### src/rtl/soldier_squad.sv
// soldier_squad: ring-ordered soldier slot manager (push/pop/kill) with per-tick
// horizontal motion, either common clamped march (MODE 0) or per-soldier bounce (MODE 1).
module soldier_squad #(
    parameter int SLOTS     = 16,
    parameter int POS_W     = 10,
    parameter int STEP      = 1,
    parameter int SPAWN_POS = 120,
    parameter int MODE      = 0,
    localparam int IW = $clog2(SLOTS),
    localparam int CW = $clog2(SLOTS + 1)
) (
    input  logic                   clk,
    input  logic                   rst,
    input  logic                   tick,
    input  logic                   push,
    input  logic                   pop,
    input  logic                   kill_en,
    input  logic [IW-1:0]          kill_idx,
    input  logic                   dir,
    input  logic [POS_W-1:0]       left_bound,
    input  logic [POS_W-1:0]       right_bound,
    output logic [SLOTS-1:0]       valid,
    output logic [SLOTS*POS_W-1:0] pos,
    output logic [SLOTS-1:0]       heading,
    output logic [CW-1:0]          count,
    output logic                   full,
    output logic                   empty,
    output logic                   drop
);
    localparam logic [POS_W-1:0] SP = POS_W'(SPAWN_POS);
    localparam logic [POS_W-1:0] S  = POS_W'(STEP);

    logic [IW-1:0]          head, tail, head_n, tail_n, pop_idx;
    logic                   pop_hit, acc, run;
    logic [SLOTS-1:0]       free, valid_n, heading_n, hit;
    logic [SLOTS*POS_W-1:0] pos_n;
    logic [CW-1:0]          count_n, nfree;
    logic [POS_W-1:0]       moved [SLOTS];

    assign run = left_bound <= right_bound;

    // Reaching a bound counts as a hit so a bouncing soldier turns on arrival;
    // positions outside the bounds snap back in on the next move.
    genvar i;
    for (i = 0; i < SLOTS; i++) begin : g_move
        logic [POS_W-1:0] p;
        logic             go_r, hit_r, hit_l;
        assign p        = pos[i*POS_W +: POS_W];
        assign go_r     = (MODE != 0) ? heading[i] : dir;
        assign hit_r    = ({1'b0, p} + {1'b0, S}) >= {1'b0, right_bound};
        assign hit_l    = {1'b0, p} <= ({1'b0, left_bound} + {1'b0, S});
        assign hit[i]   = go_r ? hit_r : hit_l;
        assign moved[i] = go_r ? (hit_r ? right_bound : (p < left_bound ? left_bound : p + S))
                               : (hit_l ? left_bound : (p > right_bound ? right_bound : p - S));
    end

    always_comb begin
        pop_hit = 1'b0;
        pop_idx = head;
        for (int k = SLOTS - 1; k >= 0; k--) begin
            if (valid[head + IW'(k)]) begin
                pop_hit = pop;
                pop_idx = head + IW'(k);
            end
        end
        free = '0;
        if (pop_hit) free[pop_idx] = 1'b1;
        if (kill_en && valid[kill_idx]) free[kill_idx] = 1'b1;
        acc = push && !valid[tail];
        nfree = '0;
        for (int k = 0; k < SLOTS; k++) nfree = nfree + CW'(free[k]);
        valid_n = valid & ~free;
        if (acc) valid_n[tail] = 1'b1;
        pos_n = pos;
        heading_n = heading;
        for (int k = 0; k < SLOTS; k++) begin
            if (free[k] || (acc && tail == IW'(k))) begin
                pos_n[k*POS_W +: POS_W] = SP;
                heading_n[k] = free[k] ? 1'b0 : dir;
            end else if (tick && run && valid[k]) begin
                pos_n[k*POS_W +: POS_W] = moved[k];
                heading_n[k] = heading[k] ^ hit[k];
            end
            if (MODE == 0) heading_n[k] = valid_n[k] & dir;
        end
        tail_n  = tail + IW'(acc);
        head_n  = pop_hit ? pop_idx + IW'(1) : head;
        count_n = count + CW'(acc) - nfree;
    end

    always_ff @(posedge clk or negedge rst) begin
        if (!rst) begin
            valid   <= '0;
            pos     <= {SLOTS{SP}};
            heading <= '0;
            head    <= '0;
            tail    <= '0;
            count   <= '0;
            full    <= 1'b0;
            empty   <= 1'b1;
            drop    <= 1'b0;
        end else begin
            valid   <= valid_n;
            pos     <= pos_n;
            heading <= heading_n;
            head    <= head_n;
            tail    <= tail_n;
            count   <= count_n;
            full    <= valid_n[tail_n];
            empty   <= count_n == '0;
            drop    <= push && valid[tail];
        end
    end
endmodule

### config.mk
export PLATFORM = sky130hd
export DESIGN_NAME = soldier_squad
export DESIGN_NICKNAME = d
export VERILOG_FILES = /design/src/rtl/soldier_squad.sv
export SDC_FILE = /design/constraint.sdc
export NUM_CORES = 2
export LEC_CHECK = 0
export BUFFER_PORTS_ARGS = -buffer_cell sky130_fd_sc_hd__buf_2
export CAP_MARGIN = 20
export CORE_UTILIZATION = 50
export CTS_CLUSTER_SIZE = 30
export DETAILED_ROUTE_END_ITERATION = 16
export PLACE_DENSITY = 0.73
export SLEW_MARGIN = 5
export SYNTH_ARGS = -nofsm -noshare
export SYNTH_HDL_FRONTEND = slang
export SYNTH_SLANG_ARGS = --single-unit
### constraint.sdc
create_clock -name clk -period 14.2 [get_ports clk]
set_input_delay 2.13 -clock clk [delete_from_list [all_inputs] [get_ports clk]]
set_output_delay 2.13 -clock clk [all_outputs]
set_load 0.01 [all_outputs]
==> results.yml <==
timing:
  finalSetupTns_ns: 0
  fin_worst_skew_ns: 0.0209
  finalCritPeriodShare: 0.674
  finalWorstSetupSlack_ns: 4.63
  finalCriticalPeriod_ns: 9.57
  relSlewSlack: 0.252
  rsz0062_at_grt: "false"
  worstMarginPinSlew_ns: 1.11
  setup_viol: 0
  holdWs_ns: 0.649
  fmaxAchievable_mhz: 105
  drv_slew: 0
  finalHoldViolations: 0
drt:
  wl_microns: 155000
  drc_errors: 0
  vias: 39912
  drt-initial-drc-count: 4887
  ant_nets: 0
  dr.pass1.iters: 10
  vias_per_cell: 6.85
  routedWlPerCell_microns: 26.5
synthesis:
  ys_warn_count: 0
  synthMuxAreaShare: 0.0928
  yosys.area.top_type: "ha_1"
  synth_area_leaders: "ha_1, dfrtp_1, o21a_1"
  ys_types: 86
  synthSimpleGateAreaFrac: 0.155
  ys_seq_elements: 208
  syn-cell-area_sq_um: 38900
  syn_nets: 5498
  synth_edf_count: 0
  synth_ff_type: "dfrtp_1"
  synth-compound-area-share: 0.268
  syn_avg_cell_area_sq_um: 8.20
  synthXorXnorAreaFrac: 0.0640
  ys_async_sr_fraction: 1.00
  synth_cells: 4742
  synthTopCellsByCount: "ha_1, o21a_1, clkbuf_1"
  synth_adder_area_share: 0.236
  netlist.area_leader.share: 0.229
  synth.most_common_cell: "ha_1"
  synth_top_family_by_area: "compound AO/OA/AOI/OAI gates"
  yosysSeqAreaShare: 0.136
clock_network:
  root_buffer: "clkbuf_16"
  cts_buffers: 30
  cts-resized-gates: 0
  post_cts_buffers: 0
  cts_tree: "done"
  clk_path_buf_depth: 3
  cts_hold_buf: 0
  clkLatencyLatePin_ns: 0.62
  cts-htree-levels: 1
  clock_sinks: 208
  clk_pin_slew_ns: 0.06
worst_hold_path:
  min_from: "pos[14]"
  min_path_type: "reg2reg"
setup_path:
  path_class: "reg2reg"
  cp_data_arrival_time_ns: 10.07
  path_max_fanout: 37
  crit_path_top_delay_cell: "ha_1"
  crit_buf_inv: 8
  crit_path_max_incr_delay_ns: 0.88
  timing.rr.start: "head[1]"
  required_ns: 14.70
  cp-end-kind: "register"
  critPathTopFamily: "adder cells"
  start_kind: "register"
  critPathLaunch: "head[1]"
  crit_path_frequent_cell: "inv_1"
pwr:
  ir_drop_mv: 0.647
  p_int_uw: 5470
  swShare: 0.547
  p_comb_frac: 0.767
  clkPwrFrac: 0.067
  p_seq_frac: 0.166
  leakage_uw: 0.0188
  powerDensity_nw_per_um2: 288
  p_switching_uw: 6610
die:
  dieArea_sq_um: 78800
  initial_core_util: 0.508
  coreArea_sq_um: 76500
  dieHeight_microns: 281
  ios: 231
  num_rows: 101
  die_width_microns: 281
grt:
  grt_overflow_total: 0
  grt_pass1_vias: 37278
  antenna_found_initial: 2
  grt_max_degree: 95
  grt_pass1_wl_microns: 232000
  grt_usage: 0.382
finish:
  final_core_util: 0.548
  final_area_sq_um: 41900
  diodes: 0
  syn_to_final_growth_pct: 7.76
  drive_above_1_share: 0.133
  fin_nets: 5526
outcome:
  outcome: "finished clean"
placement:
  dp_slack_ns: 4.75
  gp_congestion: 0.995
  hpwlAfterDp_microns: 101000
  port_buffers: 230
  placed_cell_area_sq_um: 40800
job:
  maxCapViolCount: 0
## placed cells by master (no fill, tap or decap), drive strengths merged, types with 24 or more instances in the layout
| cell | instances |
|---|---|
| a211oi | 85 |
| a21boi | 24 |
| a21o | 71 |
| a21oi | 282 |
| a22oi | 28 |
| a2bb2oi | 27 |
| a31oi | 46 |
| and2 | 55 |
| and3 | 42 |
| buf | 331 |
| clkbuf | 42 |
| dfrtp | 143 |
| dfstp | 65 |
| ha | 711 |
| inv | 140 |
| mux2 | 46 |
| mux2i | 205 |
| mux4 | 46 |
| nand2 | 293 |
| nand2b | 44 |
| nand3 | 136 |
| nand4 | 72 |
| nor2 | 273 |
| nor2b | 86 |
| nor3 | 95 |
| o211ai | 99 |
| o21a | 318 |
| o21ai | 289 |
| o31ai | 27 |
| or2 | 28 |
| or3 | 26 |
| xnor2 | 180 |
| xor2 | 104 |
## layer usage
layer	routed length, microns	track usage	share of wire
met1	58900	0.494	0.38
met2	64800	0.570	0.42
met3	19500	0.0890	0.13
met4	11300	0.245	0.073
met5	17	0	0.00011
## registers in the layout, indices dropped and copies added, names as in the netlist
signal   cells
count        5
drop         1
empty        1
full         1
head         4
heading     16
pos        160
tail         4
valid       16
## cells by family (layout without fill, tap and decap cells)
logic type	Yosys count	in the layout
xor+xnor	284	284
fa+ha+maj	725	725
simple gates	1223	1223
mux	297	297
compound gates	1527	1527
flops	208	208
buf+inv	478	530
## tightest hold or removal path: cells and delay by family (launching register included)
| kind | cells | cell delay [ns] |
|---|---|---|
| and+or+nand+nor | 1 | 0.08 |
| DFF | 1 | 0.44 |
| AOI/OAI and AO/OA | 1 | 0.12 |
## final timing paths
kind	to	slack, ns	cells past startpoint
setup / recovery	empty	4.63	34
max in group asynchronous	head[0]	11.09	2
hold reg to reg	pos[14]	0.65	2
setup reg to reg	empty	4.63	34
hold / removal	pos[14]	0.65	2
min in group asynchronous	heading[8]	1.55	1
## power by group through the flow
stage | clock (uW) | sequential [uW] | combinational (uW)
after detailed placement | 0 | 1960 | 9050
after CTS | 813 | 1950 | 9110
after global routing | 833 | 2030 | 10300
final | 813 | 2000 | 9260
after floorplan | 0 | 1490 | 6960
after global placement | 0 | 1960 | 8820
## stage by stage
stage / power [uW] / instances
after global placement: 10800 / 5760
after detailed placement: 11000 / 5762
after CTS: 11900 / 5818
after global routing: 13100 / 5824
after floorplan: 8450 / 4742
final: 12100 / 5824
## cell type report
cell class                      instances  area (sq um)
Clock buffer                           42           897
Timing Repair Buffer                  331          1930
Clock inverter                         14           135
Inverter                              143           537
Sequential cell                       208          5290
Tap cell                             1030          1290
Multi-Input combinational cell       4056         31800
Fill cell                            7125         34600
Note: power is estimated with default switching activity, not from simulation.
